### src/rtl/div_restoring_32_if.sv
`default_nettype none
// ============================================================================
//  Module      : div_restoring_32_if
//  Description : Request/result bundle for the 32-bit restoring divider.
//                The master side (operand registers / control) raises start
//                with Ra/Rb. The slave side (the divider) returns the
//                quotient, the remainder and the busy/done/div_by_zero status.
//  Signals     : start        - request a division (sampled only when idle)
//                Ra, Rb       - dividend, divisor
//                quotient     - result destined for Zlow
//                remainder    - result destined for Zhigh
//                busy         - division in progress
//                done         - one-cycle pulse, results valid
//                div_by_zero  - divisor was zero (valid with done)
//  Revision    : 1.0 - initial release
// ============================================================================
interface div_restoring_32_if;
    logic        start;
    logic [31:0] Ra;
    logic [31:0] Rb;
    logic [31:0] quotient;
    logic [31:0] remainder;
    logic        busy;
    logic        done;
    logic        div_by_zero;

    modport master (
        output start,
        output Ra,
        output Rb,
        input  quotient,
        input  remainder,
        input  busy,
        input  done,
        input  div_by_zero
    );

    modport slave (
        input  start,
        input  Ra,
        input  Rb,
        output quotient,
        output remainder,
        output busy,
        output done,
        output div_by_zero
    );
endinterface
`default_nettype wire

### src/rtl/div_restoring_32.sv
`default_nettype none
// ============================================================================
//  Module      : div_restoring_32
//  Description : Sequential 32-bit restoring divider for the ALU DIV op.
//                One trial subtraction per cycle on a 33-bit partial
//                remainder. The latency is fixed: accept edge E0, 32
//                iterations (E1..E32), a fix-up stage (E33) and a done stage
//                (E34). done is high in the cycle after E34. A zero divisor
//                skips straight to the done stage, so done follows E1.
//  Config      : SIGNED_DIV_EN - when defined, two's-complement signed
//                division (truncating quotient, remainder carries the
//                dividend sign). When undefined, unsigned division.
//  Ports       : clk  - system clock, rising edge
//                clr  - asynchronous active-high reset
//                bus  - div_restoring_32_if.slave (start, Ra, Rb in;
//                       quotient, remainder, busy, done, div_by_zero out)
//  Revision    : 1.0 - initial release
// ============================================================================
module div_restoring_32 (
    input  wire logic               clk,
    input  wire logic               clr,
    div_restoring_32_if.slave       bus
);

    typedef enum logic [1:0] {
        IDLE = 2'd0,
        RUN  = 2'd1,
        FIX  = 2'd2,
        DONE = 2'd3
    } state_t;

    state_t      state;
    state_t      state_next;

    logic [32:0] part_rem;      // partial remainder P
    logic [31:0] quo;           // shifting quotient Q (dividend at start)
    logic [31:0] divisor;
    logic [5:0]  count;
    logic        zero_div;      // captured divisor was zero

    logic [31:0] quotient_reg;
    logic [31:0] remainder_reg;
    logic        busy_reg;
    logic        done_reg;
    logic        dbz_reg;

`ifdef SIGNED_DIV_EN
    logic        sign_q;        // quotient must be negated
    logic        sign_r;        // remainder must be negated (dividend sign)
`endif

    // ------------------------------------------------------------------
    // Operand conditioning
    // ------------------------------------------------------------------
    logic [31:0] a_mag;
    logic [31:0] b_mag;

`ifdef SIGNED_DIV_EN
    // The magnitude of 32'h80000000 is 2^31, which still fits as unsigned.
    assign a_mag = bus.Ra[31] ? (~bus.Ra + 32'd1) : bus.Ra;
    assign b_mag = bus.Rb[31] ? (~bus.Rb + 32'd1) : bus.Rb;
`else
    assign a_mag = bus.Ra;
    assign b_mag = bus.Rb;
`endif

    // A start that lands in the done cycle is refused. The FSM is already
    // back in IDLE at that point, so the done flag gates acceptance.
    logic accept;
    assign accept = (state == IDLE) && bus.start && !done_reg;

    // ------------------------------------------------------------------
    // One restoring step
    // ------------------------------------------------------------------
    // {P,Q} shifted left by one. The trial difference is kept one bit
    // wider than P so that its top bit is a true sign even when the
    // shifted value exceeds 2^32.
    logic [33:0] shifted;
    logic [33:0] trial;
    logic        trial_neg;

    assign shifted   = {part_rem, quo[31]};
    assign trial     = shifted - {2'b00, divisor};
    assign trial_neg = trial[33];

    // ------------------------------------------------------------------
    // Fix-up values
    // ------------------------------------------------------------------
    logic [31:0] fix_quotient;
    logic [31:0] fix_remainder;
    logic [31:0] zero_remainder;

`ifdef SIGNED_DIV_EN
    assign fix_quotient   = sign_q ? (~quo + 32'd1) : quo;
    assign fix_remainder  = sign_r ? (~part_rem[31:0] + 32'd1) : part_rem[31:0];
    // quo still holds |Ra| on the zero-divisor path; restoring the sign
    // reproduces Ra exactly.
    assign zero_remainder = sign_r ? (~quo + 32'd1) : quo;
`else
    assign fix_quotient   = quo;
    assign fix_remainder  = part_rem[31:0];
    assign zero_remainder = quo;
`endif

    // ------------------------------------------------------------------
    // State register
    // ------------------------------------------------------------------
    always_ff @(posedge clk or posedge clr) begin
        if (clr) begin
            state <= IDLE;
        end else begin
            state <= state_next;
        end
    end

    // ------------------------------------------------------------------
    // Next-state logic
    // ------------------------------------------------------------------
    always_comb begin
        state_next = state;
        case (state)
            IDLE: begin
                if (accept) begin
                    state_next = (bus.Rb == 32'd0) ? DONE : RUN;
                end
            end
            RUN: begin
                if (count == 6'd31) begin
                    state_next = FIX;
                end
            end
            FIX:     state_next = DONE;
            DONE:    state_next = IDLE;
            default: state_next = IDLE;
        endcase
    end

    // ------------------------------------------------------------------
    // Datapath and output registers
    // ------------------------------------------------------------------
    always_ff @(posedge clk or posedge clr) begin
        if (clr) begin
            part_rem      <= '0;
            quo           <= '0;
            divisor       <= '0;
            count         <= '0;
            zero_div      <= 1'b0;
            quotient_reg  <= '0;
            remainder_reg <= '0;
            busy_reg      <= 1'b0;
            done_reg      <= 1'b0;
            dbz_reg       <= 1'b0;
`ifdef SIGNED_DIV_EN
            sign_q        <= 1'b0;
            sign_r        <= 1'b0;
`endif
        end else begin
            done_reg <= 1'b0;
            case (state)
                IDLE: begin
                    if (accept) begin
                        busy_reg <= 1'b1;
                        dbz_reg  <= 1'b0;
                        divisor  <= b_mag;
                        quo      <= a_mag;
                        part_rem <= '0;
                        count    <= '0;
                        zero_div <= (bus.Rb == 32'd0);
`ifdef SIGNED_DIV_EN
                        sign_q   <= bus.Ra[31] ^ bus.Rb[31];
                        sign_r   <= bus.Ra[31];
`endif
                    end
                end
                RUN: begin
                    part_rem <= trial_neg ? shifted[32:0] : trial[32:0];
                    quo      <= {quo[30:0], ~trial_neg};
                    count    <= count + 6'd1;
                end
                FIX: begin
                    quotient_reg  <= fix_quotient;
                    remainder_reg <= fix_remainder;
                end
                DONE: begin
                    done_reg <= 1'b1;
                    busy_reg <= 1'b0;
                    if (zero_div) begin
                        quotient_reg  <= 32'hFFFF_FFFF;
                        remainder_reg <= zero_remainder;
                        dbz_reg       <= 1'b1;
                    end
                end
                default: ;
            endcase
        end
    end

    assign bus.quotient    = quotient_reg;
    assign bus.remainder   = remainder_reg;
    assign bus.busy        = busy_reg;
    assign bus.done        = done_reg;
    assign bus.div_by_zero = dbz_reg;

endmodule
`default_nettype wire
### src/flat_wrapper.sv
// flat-port wrapper written by rule: the top's interface ports become plain ports
module div_restoring_32_flat 
  (clk, clr, bus_start, bus_Ra, bus_Rb, bus_quotient, bus_remainder, bus_busy, bus_done, bus_div_by_zero);
  div_restoring_32_if bus_i ();
  input  wire logic clk;
  input  wire logic clr;
  input wire logic [$bits(bus_i.start)-1:0] bus_start;
  input wire logic [$bits(bus_i.Ra)-1:0] bus_Ra;
  input wire logic [$bits(bus_i.Rb)-1:0] bus_Rb;
  output wire logic [$bits(bus_i.quotient)-1:0] bus_quotient;
  output wire logic [$bits(bus_i.remainder)-1:0] bus_remainder;
  output wire logic [$bits(bus_i.busy)-1:0] bus_busy;
  output wire logic [$bits(bus_i.done)-1:0] bus_done;
  output wire logic [$bits(bus_i.div_by_zero)-1:0] bus_div_by_zero;
  assign bus_i.start = bus_start;
  assign bus_i.Ra = bus_Ra;
  assign bus_i.Rb = bus_Rb;
  assign bus_quotient = bus_i.quotient;
  assign bus_remainder = bus_i.remainder;
  assign bus_busy = bus_i.busy;
  assign bus_done = bus_i.done;
  assign bus_div_by_zero = bus_i.div_by_zero;
  div_restoring_32 u_core (.clk(clk), .clr(clr), .bus(bus_i));
endmodule
### config.mk
export PLATFORM = sky130hd
export DESIGN_NAME = div_restoring_32_flat
export DESIGN_NICKNAME = d
export VERILOG_FILES = /design/src/rtl/div_restoring_32_if.sv /design/src/rtl/div_restoring_32.sv /design/src/flat_wrapper.sv
export SDC_FILE = /design/constraint.sdc
export NUM_CORES = 1
export LEC_CHECK = 0
export ABC_AREA = 1
export CAP_MARGIN = 15
export CORE_ASPECT_RATIO = 1.25
export CORE_MARGIN = 2
export CORE_UTILIZATION = 61
export CTS_CLUSTER_SIZE = 16
export DETAILED_ROUTE_END_ITERATION = 10
export GPL_TIMING_DRIVEN = 0
export PLACE_DENSITY = 0.94
export SYNTH_ARGS = -nofsm -noshare
export SYNTH_HDL_FRONTEND = slang
export SYNTH_SLANG_ARGS = --single-unit
### constraint.sdc
create_clock -name clk -period 9.6 [get_ports clk]
set_input_delay 1.92 -clock clk [delete_from_list [all_inputs] [get_ports clk]]
set_output_delay 1.92 -clock clk [all_outputs]
set_load 0.02 [all_outputs]
# Word-level counts from Yosys, hierarchy flattened
# Cells that the tools add are included.
# word_totals
ff_bits,173
inputBits,67
wordCells,56
# op_classes
addsub,2
eq_ne,7
mux,21
n_bitwise,1
reduce_logical,14
# ops
cell,count
32-bit case mux with 2 select lines,3
32-bit 2-to-1 mux,3
33-bit 2-to-1 mux,2
33-bit case mux with 2 select lines,1
34-bit by 32-bit subtractor with 34-bit output,1
32-bit zero test,1
6-bit case mux with 2 select lines,1
2-bit AND reduction,5
2-bit case mux with 4 select lines,1
6-bit by 1-bit adder with 6-bit output (second input constant),1
6-bit by 5-bit equality test with 1-bit output (second input constant),1
2-bit 2-to-1 mux,3
6-bit 2-to-1 mux,1
2-bit by 1-bit inequality test with 1-bit output (second input constant),3
2-bit nonzero test,3
2-bit equality test (second input constant),2
1-bit 2-to-1 mux,4
1-bit case mux with 2 select lines,2
3-bit AND reduction,1
2-bit by 1-bit equality test with 1-bit output (second input constant),1
1-bit logical AND,2
2-bit zero test,1
1-bit zero test,1
1-bit inverter,1

# Logic depth before layout (Yosys ltp)
# Gate-level depths: netlist of run 1.
# logic_depth
word_depth,5
ltp_mapped,18
ltp_nobuf,18

# Worst setup path before layout of run 1
# Ideal clock, no wire load.
# synth_timing
path_type,input to register
startpoint,input port bus_start
endpoint,register u_core.count[5]
arrival_ns,2.912
setup_slack_ns,6.548
path_stages,9
n_path_buf,0
cell_sequence,nand2_1 nor2_1 inv_1 o21ai_2 nand4_1 nor2_1 inv_1 nor3_1 nor3_1
# synth_between
elab_chain_len,4
# synth_rtl
item,line,text
from (decl),flat_wrapper.sv:7,input wire logic [$bits(bus_i.start)-1:0] bus_start;
1-bit logical AND (2 in series),div_restoring_32.sv:70,assign accept = (state == IDLE) && bus.start && !done_reg;
2-bit by 1-bit inequality test with 1-bit output (no line),-,
2-bit AND reduction (no line),-,
to (signal assigned),div_restoring_32.sv:178,count <= count + 6'd1;
to (decl),div_restoring_32.sv:38,logic [5:0] count;
# Every way passes these cells.
# A chain may end at the register's enable or synchronous reset.

# Final worst setup path of run 1
# layout_timing
startpoint,input port bus_start
endpoint,register u_core.divisor[1]
# layout_between
elab_chain_len,3
# layout_rtl
item,line,text
1-bit logical AND (2 in series),div_restoring_32.sv:70,
2-bit AND reduction (no line),-,
to (signal assigned),div_restoring_32.sv:164,divisor <= b_mag;
to (decl),div_restoring_32.sv:37,logic [31:0] divisor;
# Every way passes these cells.

==> results.toml, run 1 <==
[status]
run_status = "complete, no violations"

[setup_path]
rrSetupSlack_ps = 6790
end_kind = "register"
crit_path_max_fanout = 10
critPathRequiredTime_ps = 9960
critPathLaunchType = "input port"
r2r_start = "u_core.state[1]$_DFFE_PP0P_"
r2r_cells = 8
worst-setup-path-type = "in -> reg"
crit_end = "u_core.divisor[1]$_DFFE_PP0P_"
startpoint = "bus_start"
arrival_ps = 4220
reg2reg_to = "u_core.divisor[1]$_DFFE_PP0P_"

[drt]
viasPerCell = 5.67
vias = 10487
detail_route.wl_per_cell_um = 17.4
routed_wl_um = 32100
dr.pass1.iters = 6
ant_nets = 0
drc = 0
first_iter_violations = 991

[clock_network]
cts_hold_buf = 0
clkSinkCount = 173
cts-resized-gates = 0
cts_tree = "yes"
postCtsSetupRepairBufs = 0
clk_pin_slew_ps = 70
htreeDepth = 4
cts_made_buffers = 17
clkLatencyLatePin_ps = 450
clockBufferDepth = 2
cts-root-buf = "clkbuf_16"

[global_route]
grt_pass1_vias = 10309
grt_start_max_net_pins = 106
overflow = 0
grt_first_pass_wirelength_um = 50900
grtUsageTotal = 0.363
antenna_found_initial = 0

[yosys]
synth_cell_type_count = 42
seq_area_frac_synth = 0.418
syn_inst = 1464
synthArstFlopShare = 1.00
synthFlopType = "dfrtp_1"
synth_nets = 1570
synth_seq_cells = 173
avgSynthCellArea_um2 = 7.07
netlist_area_um2 = 10400
ys_warn_count = 0
synth_edf_count = 0

[sta]
slew_violations = 0
max_freq_mhz = 259
timing.setup.tns_ps = 0
rsz0062_at_grt = "false"
slew_headroom = 0.489
worstMarginPinSlew_ps = 766
period_minus_slack_ps = 3870
fin_skew_ps = 7.94
setup_violations = 0
hold_viol_final = 0
period_share = 0.403

[die]
die_y_um = 150
core_um2 = 16700
io_pins = 134
start_util = 0.619
fp-row-count = 53
die-area_um2 = 18000
die_w_um = 121

[cells_and_area]
final_cells = 1850
antenna_cells = 0
final_nets = 1723
largest_reg_flops = 33
postLayoutCoreUtil = 0.753
syn_to_final_growth_pct = 21.6
regMostFlops = "u_core.part_rem"
drive_above_1_share = 0.0448

[placement]
gp_congestion = 0.978
dpl.hpwl_um = 23800
port_buffers = 133
dp_cells = 1818

[worst_hold_path]
hp-class = "reg -> reg"

[run]
drv.max_cap_violation_count = 0
## routing by layer
metal | vias up | routed length, um | global-route usage
met5 | - | 0 | 0
met4 | 0 | 1940 | 0.226
met3 | 137 | 2670 | 0.0724
met2 | 576 | 15600 | 0.614
met1 | 4844 | 11900 | 0.422
li1 | 4930 | - | -
## cell usage in the layout (no fill, tap or decap), types with 13 or more instances in the layout
master,Yosys,final
a21oi_1,63,63
a31oi_1,34,34
clkbuf_1,33,34
clkbuf_16,0,17
clkdlybuf4s50_1,0,133
dfrtp_1,173,173
ha_1,38,38
inv_1,233,232
nand2_1,469,469
nand3_1,92,92
nor2_1,119,119
nor3_1,13,13
o211ai_1,25,25
o21ai_0,65,65
## logic make-up after synthesis
logic type	Yosys count	synth area share
flip-flops	173	0.418
buffers and inverters	291	0.111
AND/OR/NAND/NOR	740	0.295
adder cells (fa/ha/maj)	39	0.0479
AO/OA/AOI/OAI	205	0.114
XOR/XNOR	15	0.0127
multiplexers	1	0.00109
## worst min path at each step
stage | startpoint | to | slack [ps] | cells after the start
global placement | u_core.divisor[0]$_DFFE_PP0P_ | u_core.divisor[0]$_DFFE_PP0P_ | 460 | 2
detailed placement | u_core.zero_div$_DFFE_PP0P_ | u_core.zero_div$_DFFE_PP0P_ | 470 | 2
finish | u_core.zero_div$_DFFE_PP0P_ | u_core.zero_div$_DFFE_PP0P_ | 500 | 2
floorplan | u_core.divisor[0]$_DFFE_PP0P_ | u_core.divisor[0]$_DFFE_PP0P_ | 450 | 2
global route | u_core.divisor[0]$_DFFE_PP0P_ | u_core.divisor[0]$_DFFE_PP0P_ | 530 | 2
CTS | u_core.zero_div$_DFFE_PP0P_ | u_core.zero_div$_DFFE_PP0P_ | 490 | 2
## synth_stat cells (3+ instances only)
library cell,n,area [um2]
buf_2,8,40.0
inv_1,233,875
nor4_1,9,56.3
nand3_1,92,460
a22oi_1,5,37.5
o21ai_0,65,325
a21oi_1,63,315
nand4_1,11,68.8
a31oi_1,34,213
ha_1,38,475
dfrtp_1,173,4330
xor2_1,4,35.0
nand2_2,9,56.3
nor2_2,3,18.8
o211ai_1,25,188
buf_6,3,33.8
nand3b_1,6,45.0
and2_1,3,18.8
buf_1,5,18.8
clkbuf_1,33,124
nor2_1,119,447
buf_4,6,45.0
nand2_1,469,1760
o21bai_1,5,37.5
nor3_1,13,65.1
xnor2_1,11,96.3
## critical path, cell delays in order
cell	delay (ps)
clkdlybuf4s50_1	470
nand2_1	60
nor2_1	300
clkbuf_1	630
clkbuf_1	580
nand2_1	140
o21ai_0	110
## per-stage QoR
stage,cell area (um2),hold WS (ps),setup slack [ps]
CTS,12600,494,5850
detailed placement,12000,472,5400
global route,12600,525,5670
finish,12600,503,5730
floorplan,10400,446,2990
global placement,12000,460,882
## layout make-up
class,instances,area (um2)
sequential,173,4330
fill,1230,4120
clock buffer,18,429
buffer,55,262
clock inverter,14,168
inverter,236,893
multi-input combinational,1000,4870
tap,220,275
timing repair buffer,134,1360
Power of run 1 is left out: the tool's default activity adds up to more than one toggle a clock period on the data nets, which glitch-free logic cannot reach.
==> run 2, diff against run 1 <==
--- a/config.mk
+++ b/config.mk
@@ -9,11 +9,11 @@
 export CAP_MARGIN = 15
 export CORE_ASPECT_RATIO = 1.25
 export CORE_MARGIN = 2
-export CORE_UTILIZATION = 61
+export CORE_UTILIZATION = 51
 export CTS_CLUSTER_SIZE = 16
 export DETAILED_ROUTE_END_ITERATION = 10
 export GPL_TIMING_DRIVEN = 0
-export PLACE_DENSITY = 0.94
+export PLACE_DENSITY = 0.84
 export SYNTH_ARGS = -nofsm -noshare
 export SYNTH_HDL_FRONTEND = slang
 export SYNTH_SLANG_ARGS = --single-unit
==> constraint.sdc (replaced) <==
create_clock -name clk -period 3.4 [get_ports clk]
set_input_delay 0.68 -clock clk [delete_from_list [all_inputs] [get_ports clk]]
set_output_delay 0.68 -clock clk [all_outputs]
set_load 0.02 [all_outputs]
==> run 2 against run 1 <==
Worst hold slack worse by 21 ps. Final cell count up 2.8%. Global-route usage fell by 7.1 points. Routed wire length decreased by 4.8%. Sequential share of layout area shrank 0.30 points. Non-clock buffer count rose by 3. Register-to-register slack lost 6000 ps. Die area increased by 19%.
==> results.toml, run 2 (same netlist as run 1, synthesis figures left out) <==
[status]
run_status = "complete, no violations"

[die]
die_y_um = 163
core_um2 = 20000
fp-row-count = 58
start_util = 0.517
die-area_um2 = 21500
io_pins = 134
die_w_um = 131

[clock_network]
clockBufferDepth = 2
cts-root-buf = "clkbuf_16"
htreeDepth = 4
cts_hold_buf = 0
clkSinkCount = 173
clk_pin_slew_ps = 70
cts_tree = "yes"
postCtsSetupRepairBufs = 0
cts-resized-gates = 0
cts_made_buffers = 17
clkLatencyLatePin_ps = 440

[cells_and_area]
antenna_cells = 0
fill_cells = 1785
final_cells = 1902
layout_common_cells = "nand2_1 (469), inv_1 (232), dfrtp_1 (173)"
drive_above_1_share = 0.0466
regMostFlops = "u_core.part_rem"
final_nets = 1726
largest_reg_flops = 33
layout_commonest_cell = "nand2_1"
syn_to_final_growth_pct = 22.7

[setup_path]
cp_cell_sequence = "inv_1, ha_1, nand2_1, nor2_1, clkbuf_1, clkbuf_1, nand2_1, o21ai_0"
worst-setup-path-type = "reg -> reg"
critPathRequiredTime_ps = 3750
max_stage_delay_ps = 620
critPathBufInv = 3
critPathLaunchType = "register"
end_kind = "register"
arrival_ps = 3010
crit_family = "buffers and inverters"
slowest_stage = "clkbuf_1"
crit_path_max_fanout = 10

[global_route]
overflow = 0
grt_pass1_vias = 9892
grt_first_pass_wirelength_um = 49400
grtUsageTotal = 0.292
grt_start_max_net_pins = 40
antenna_found_initial = 0

[drt]
drc = 0
routed_wl_um = 30600
top_layer = "met4"
wl_met2_um = 15000
wl_met1_um = 12200
detail_route.wl_per_cell_um = 16.1
viasPerCell = 5.29
ant_nets = 0
dr.pass1.iters = 5
first_iter_violations = 830
wl_met3_um = 1830
vias = 10057

[sta]
slew_violations = 0
hold_viol_final = 0
worstMarginPinSlew_ps = 860
max_freq_mhz = 376
period_minus_slack_ps = 2660
hold_ws_ps = 482
setup_violations = 0
rsz0062_at_grt = "false"
period_share = 0.782
slew_headroom = 0.426
fin_skew_ps = 10.1

[worst_hold_path]
hp-class = "reg -> reg"

[placement]
dpl.hpwl_um = 24300
gp_congestion = 0.942
dp_cells = 1871
port_buffers = 133

[run]
drv.max_cap_violation_count = 0
run 2: cell count changes in the layout (fill, tap and decap cells not counted), sizes merged:
cell / change
buf: +3
inv: -2
clkbuf: -1
clkinv: +1
clkinvlp: +1
run 2: worst paths after layout:
check / slack (ps) / end / startpoint / cells after the start
min in group asynchronous: 770 / u_core.bus.quotient[7]$_DFFE_PP0P_ / clr / 2
worst min register to register: 480 / u_core.divisor[0]$_DFFE_PP0P_ / u_core.divisor[0]$_DFFE_PP0P_ / 2
worst max register to register: 740 / u_core.divisor[1]$_DFFE_PP0P_ / u_core.state[0]$_DFFE_PP0P_ / 8
worst min-delay path: 480 / u_core.divisor[0]$_DFFE_PP0P_ / u_core.divisor[0]$_DFFE_PP0P_ / 2
worst max-delay path: 740 / u_core.divisor[1]$_DFFE_PP0P_ / u_core.state[0]$_DFFE_PP0P_ / 8
max in group asynchronous: 1700 / u_core.bus.remainder[26]$_DFFE_PP0P_ / clr / 4
run 2: per-layer routing:
layer / global-route usage / vias up
met4: 0.153 / 0
li1: - / 4949
met2: 0.512 / 336
met3: 0.0543 / 97
met5: 0 / -
met1: 0.342 / 4675
run 2: cell type report:
| type | instances | area [um2] | share of cell area |
|---|---|---|---|
| Clock inverter | 14 | 173 | 0.0136 |
| Sequential cell | 173 | 4330 | 0.341 |
| Multi-Input combinational cell | 1000 | 4870 | 0.384 |
| Clock buffer | 17 | 425 | 0.0335 |
| Buffer | 55 | 262 | 0.0206 |
| Tap cell | 270 | 338 | 0.0266 |
| Inverter | 236 | 890 | 0.0700 |
| Timing Repair Buffer | 137 | 1410 | 0.111 |
run 2: per-stage QoR:
stage,area [um2],TNS (ps),setup WS [ps],util
after floorplan,10400,0,509,-
after detailed placement,12100,0,347,0.604
final,12700,0,742,0.634
after global routing,12700,0,569,0.634
after global placement,12000,-148820,-875,0.600
after CTS,12700,0,762,0.634
run 2: worst min-delay path: stages, from the launching register on:
cell	delay, ps
dfrtp_1	350
nand2_1	50
nand2_1	50
Power of run 2 is left out for the same reason.
==> edit 1, RTL diff (config.mk and constraints of run 1) <==
Add a define of `SIGNED_DIV_EN`.
--- a/src/rtl/div_restoring_32.sv
+++ b/src/rtl/div_restoring_32.sv
@@ -16,6 +16,8 @@
 //                       quotient, remainder, busy, done, div_by_zero out)
 //  Revision    : 1.0 - initial release
 // ============================================================================
+`define SIGNED_DIV_EN
+
 module div_restoring_32 (
     input  wire logic               clk,
     input  wire logic               clr,
Behaviour: no difference found for any inputs over 10 cycles, from zero or initial values; that may be too few to reach the edited logic, so the function may still have changed.
==> edit 1 against run 1 <==
  * Final cell count increased by 46%
  * Area after synthesis up 37%
  * Non-clock buffer count is 31 higher
  * Wire length rose by 69%
  * Setup slack better by 78 ps
  * Sequential cell count grew 2
  * Critical path type unchanged
  * Sequential share of layout area is 7.9 points lower
  * Design area rose by 31%
  * Clock skew about the same
==> edit 1: results <==
[timing]
slew_headroom_pct = 32.77
fmax_ghz = 0.2640
whs_ps = 493.5
skew_ps = 7.917

[synthesis]
syn_avg_cell_area_sq_um = 6.299
ys_ff_latch = 175
syn-num-nets = 2364
synth_common_cells = "nand2_1, inv_1, nor2_1"
seq_area_frac_synth_pct = 30.85
synth_cells = 2254

[min_path]
hold_start = "u_core.divisor[6]"

[route]
drtIter0Drc = 1801
vias_per_cell = 6.073
wire_per_inst_um = 20.00

[finish]
num-multi-input-gates = 1691
drive_gt1_share_pct = 4.217
clock_buffers = 17
multi_input_area_share_pct = 50.12
clkCellAreaFrac_pct = 3.637
inv_count = 301
n_all_buffers = 220
finish.utilization_pct = 72.17
bufAreaShareNonClock_pct = 10.65
nets = 2516

[placed_design]
dp_slack_ps = 5400
dpl.cell_count = 2675
place.port_buffers = 132
hpwl_um = 42800

[global_route]
track_usage_pct = 44.16
grt_pass1_wl_um = 83350
grt_pass1_vias = 15850
grt_max_degree = 116

[setup_path]
critPathCapture = "u_core.quo[16]"
r2r_end = "u_core.bus.remainder[7]"
startpoint = "bus_Ra[0]"
path_delay_family = "simple AND/OR/NAND/NOR gates"
ff2ff_setup_slack_ps = 6600
cpPeakStageDelay_ps = 430
cp.arrival_ps = 4110

[outcome]
outcome = "finished, final reports clean"
edit 1: cell types whose count changed after synthesis, sizes merged, moves of 64 or more:
| cell | run 1 | this run |
|---|---|---|
| inv | 235 | 299 |
| nand2 | 480 | 610 |
| nand3 | 94 | 238 |
| o21ai | 67 | 163 |
| a21oi | 64 | 181 |
| nor2 | 123 | 246 |
edit 1: kinds of logic after synthesis:
kind of cell | count (synthesis) | share of synthesized area (%)
and+or+nand+nor | 1195 | 36.19
AOI/OAI and AO/OA | 397 | 14.81
buffers and inverters | 388 | 10.85
DFF | 175 | 30.85
xor gates and xnor gates | 55 | 3.393
adders and majority gates | 43 | 3.842
muxes | 1 | 0.07931
edit 1: per-layer routing:
metal	track usage [%]	wire, um
met1	48.08	18450
met2	73.14	25150
met3	7.328	4431
met4	40.63	6100
met5	0	0
edit 1: worst min-delay path, delay by kind of cell (launching register included):
family          cells  cell delay [ps]
simple gates        1               50
flops               1              350
compound gates      1               60
==> edit 2, RTL diff (flow settings as in run 1) <==
Made on the original files. Re-encode `state_t` (4 states) as Gray code, 2 bits wide.
--- a/src/rtl/div_restoring_32.sv
+++ b/src/rtl/div_restoring_32.sv
@@ -23,10 +23,10 @@
 );
 
     typedef enum logic [1:0] {
-        IDLE = 2'd0,
-        RUN  = 2'd1,
-        FIX  = 2'd2,
-        DONE = 2'd3
+        IDLE = 2'b00,
+        RUN  = 2'b01,
+        FIX  = 2'b11,
+        DONE = 2'b10
     } state_t;
 
     state_t      state;
Function: no difference found for any inputs over 10 cycles, from zero or initial values; not proved beyond that.
==> edit 2 against run 1 <==
  * Area after synthesis shrank 0.91%
  * Design area is 0.88% lower
  * Count of clock-buffer cells in the layout did not move
  * Hold slack worse by 7.4 ps
  * Setup slack lost 21 ps
  * Via count decreased by 2.0%
  * Sequential cell count is the same
  * Wire length shrank 2.9%
  * Non-clock buffer count shrank 1
  * First-iteration DRC count down 11%
  * Final cell count is 1.7% lower
  * Critical path type unchanged
  * Largest cell class unchanged
Power is not shown: default switching activity piles up to over one toggle a cycle in this logic, so the estimate is an artifact.
==> edit 2: results <==
[outcome]
outcome = "finished, final reports clean"

[global_route]
track_usage_pct = 35.26
grtUsageMet2_pct = 60.88
grt_pass1_wl_um = 49200
met1_usage_pct = 42.15
grt_max_degree = 97
gr-usage-met3_pct = 5.734

[timing]
slew_headroom_pct = 43.26
skew_ps = 10.68

[clocking]
h-tree-depth = 4
post_cts_buffers = 0
numCtsBuffers = 17
cts_resized = 0

[finish]
nets = 1687
fillers = 1190
drive_gt1_share_pct = 5.754
regMostFlops = "u_core.part_rem"

[synthesis]
syn-num-nets = 1534
synth.distinct_cells = 43
yosys-top-cells-area = "dfrtp_1, nand2_1, inv_1"
synth_common_cells = "nand2_1, inv_1, dfrtp_1"
seq_area_frac_synth_pct = 42.21

[route]
drt-pass1-iter-count = 8
vias = 10280
wirelength_um = 31190
drtIter0Drc = 885

[placed_design]
hpwl_um = 23550
place_congestion = 0.9788

[setup_path]
ff2ff_setup_slack_ps = 6910
cp.arrival_ps = 4180
reg2regPathDepth = 17
==> edit 2: cell count changes in the layout (fill, tap and decap cells not counted), sizes merged, moves of 3 or more <==
cell	before	now
o211ai	25	19
nand2	480	439
clkinv	4	8
o21ai	67	135
a31oi	34	1
ha	38	33
inv	244	231
buf	23	19
nor2	123	127
a221oi	0	7
a21oi	64	56
clkbuf	51	54
nand3	94	91
==> edit 2: critical path: stages <==
cell and delay, ps:
clkdlybuf4s50_1 470, inv_1 70, nor3_4 720, nor2_4 150, inv_2 230, nand2_1 90, nor2_1 160, nand2_1 120
nor3b_2 190, nor3_2 60
==> edit 2: per-layer routing <==
layer	vias up	part of all wire [%]	wire length (um)
li1	4843	-	-
met1	4793	38	12000
met2	528	50	15480
met3	113	6.8	2117
met4	0	5.1	1591
met5	-	0	0
==> edit 2: through the flow <==
stage | instances | worst slack (ps) | hold slack [ps] | instance area (sq um)
global route | 1819 | 5620 | 513.8 | 12480
finish | 1819 | 5713 | 495.3 | 12480
floorplan | 1433 | 2992 | 445.9 | 10260
detailed placement | 1787 | 5387 | 477.1 | 11900
global placement | 1786 | 864.7 | 466.0 | 11860
CTS | 1819 | 5816 | 494.2 | 12480
==> edit 2: logic make-up (layout without fill, tap and decap cells) <==
| logic type | after synthesis | after routing | share of synthesized area, % |
|---|---|---|---|
| AOI/OAI and AO/OA | 233 | 233 | 12.54 |
| adders and majority gates | 34 | 34 | 4.221 |
| and+or+nand+nor | 697 | 697 | 28.98 |
| DFF | 173 | 173 | 42.21 |
| buffers and inverters | 281 | 447 | 10.77 |
| xor gates and xnor gates | 15 | 15 | 1.281 |
==> edit 2: cell type report <==
cell class	count	share of cell area (%)
buffer	54	2.025
clock buffer	18	3.439
clock inverter	14	1.203
inverter	227	6.889
multi-input combinational	979	38.65
sequential	173	34.69
tap	220	2.206
timing repair buffer	134	10.89
==> edit 2: path summary, 6_finish.rpt <==
check                                   startpoint                  endpoint
setup reg to reg           u_core.fix_quotient[31]       u_core.part_rem[28]
setup / recovery                         bus_start           u_core.count[5]
hold / removal                   u_core.divisor[0]         u_core.divisor[0]
min in group asynchronous                      clr  u_core.bus.remainder[12]
hold reg to reg                  u_core.divisor[0]         u_core.divisor[0]
max in group asynchronous                      clr        u_core.divisor[26]
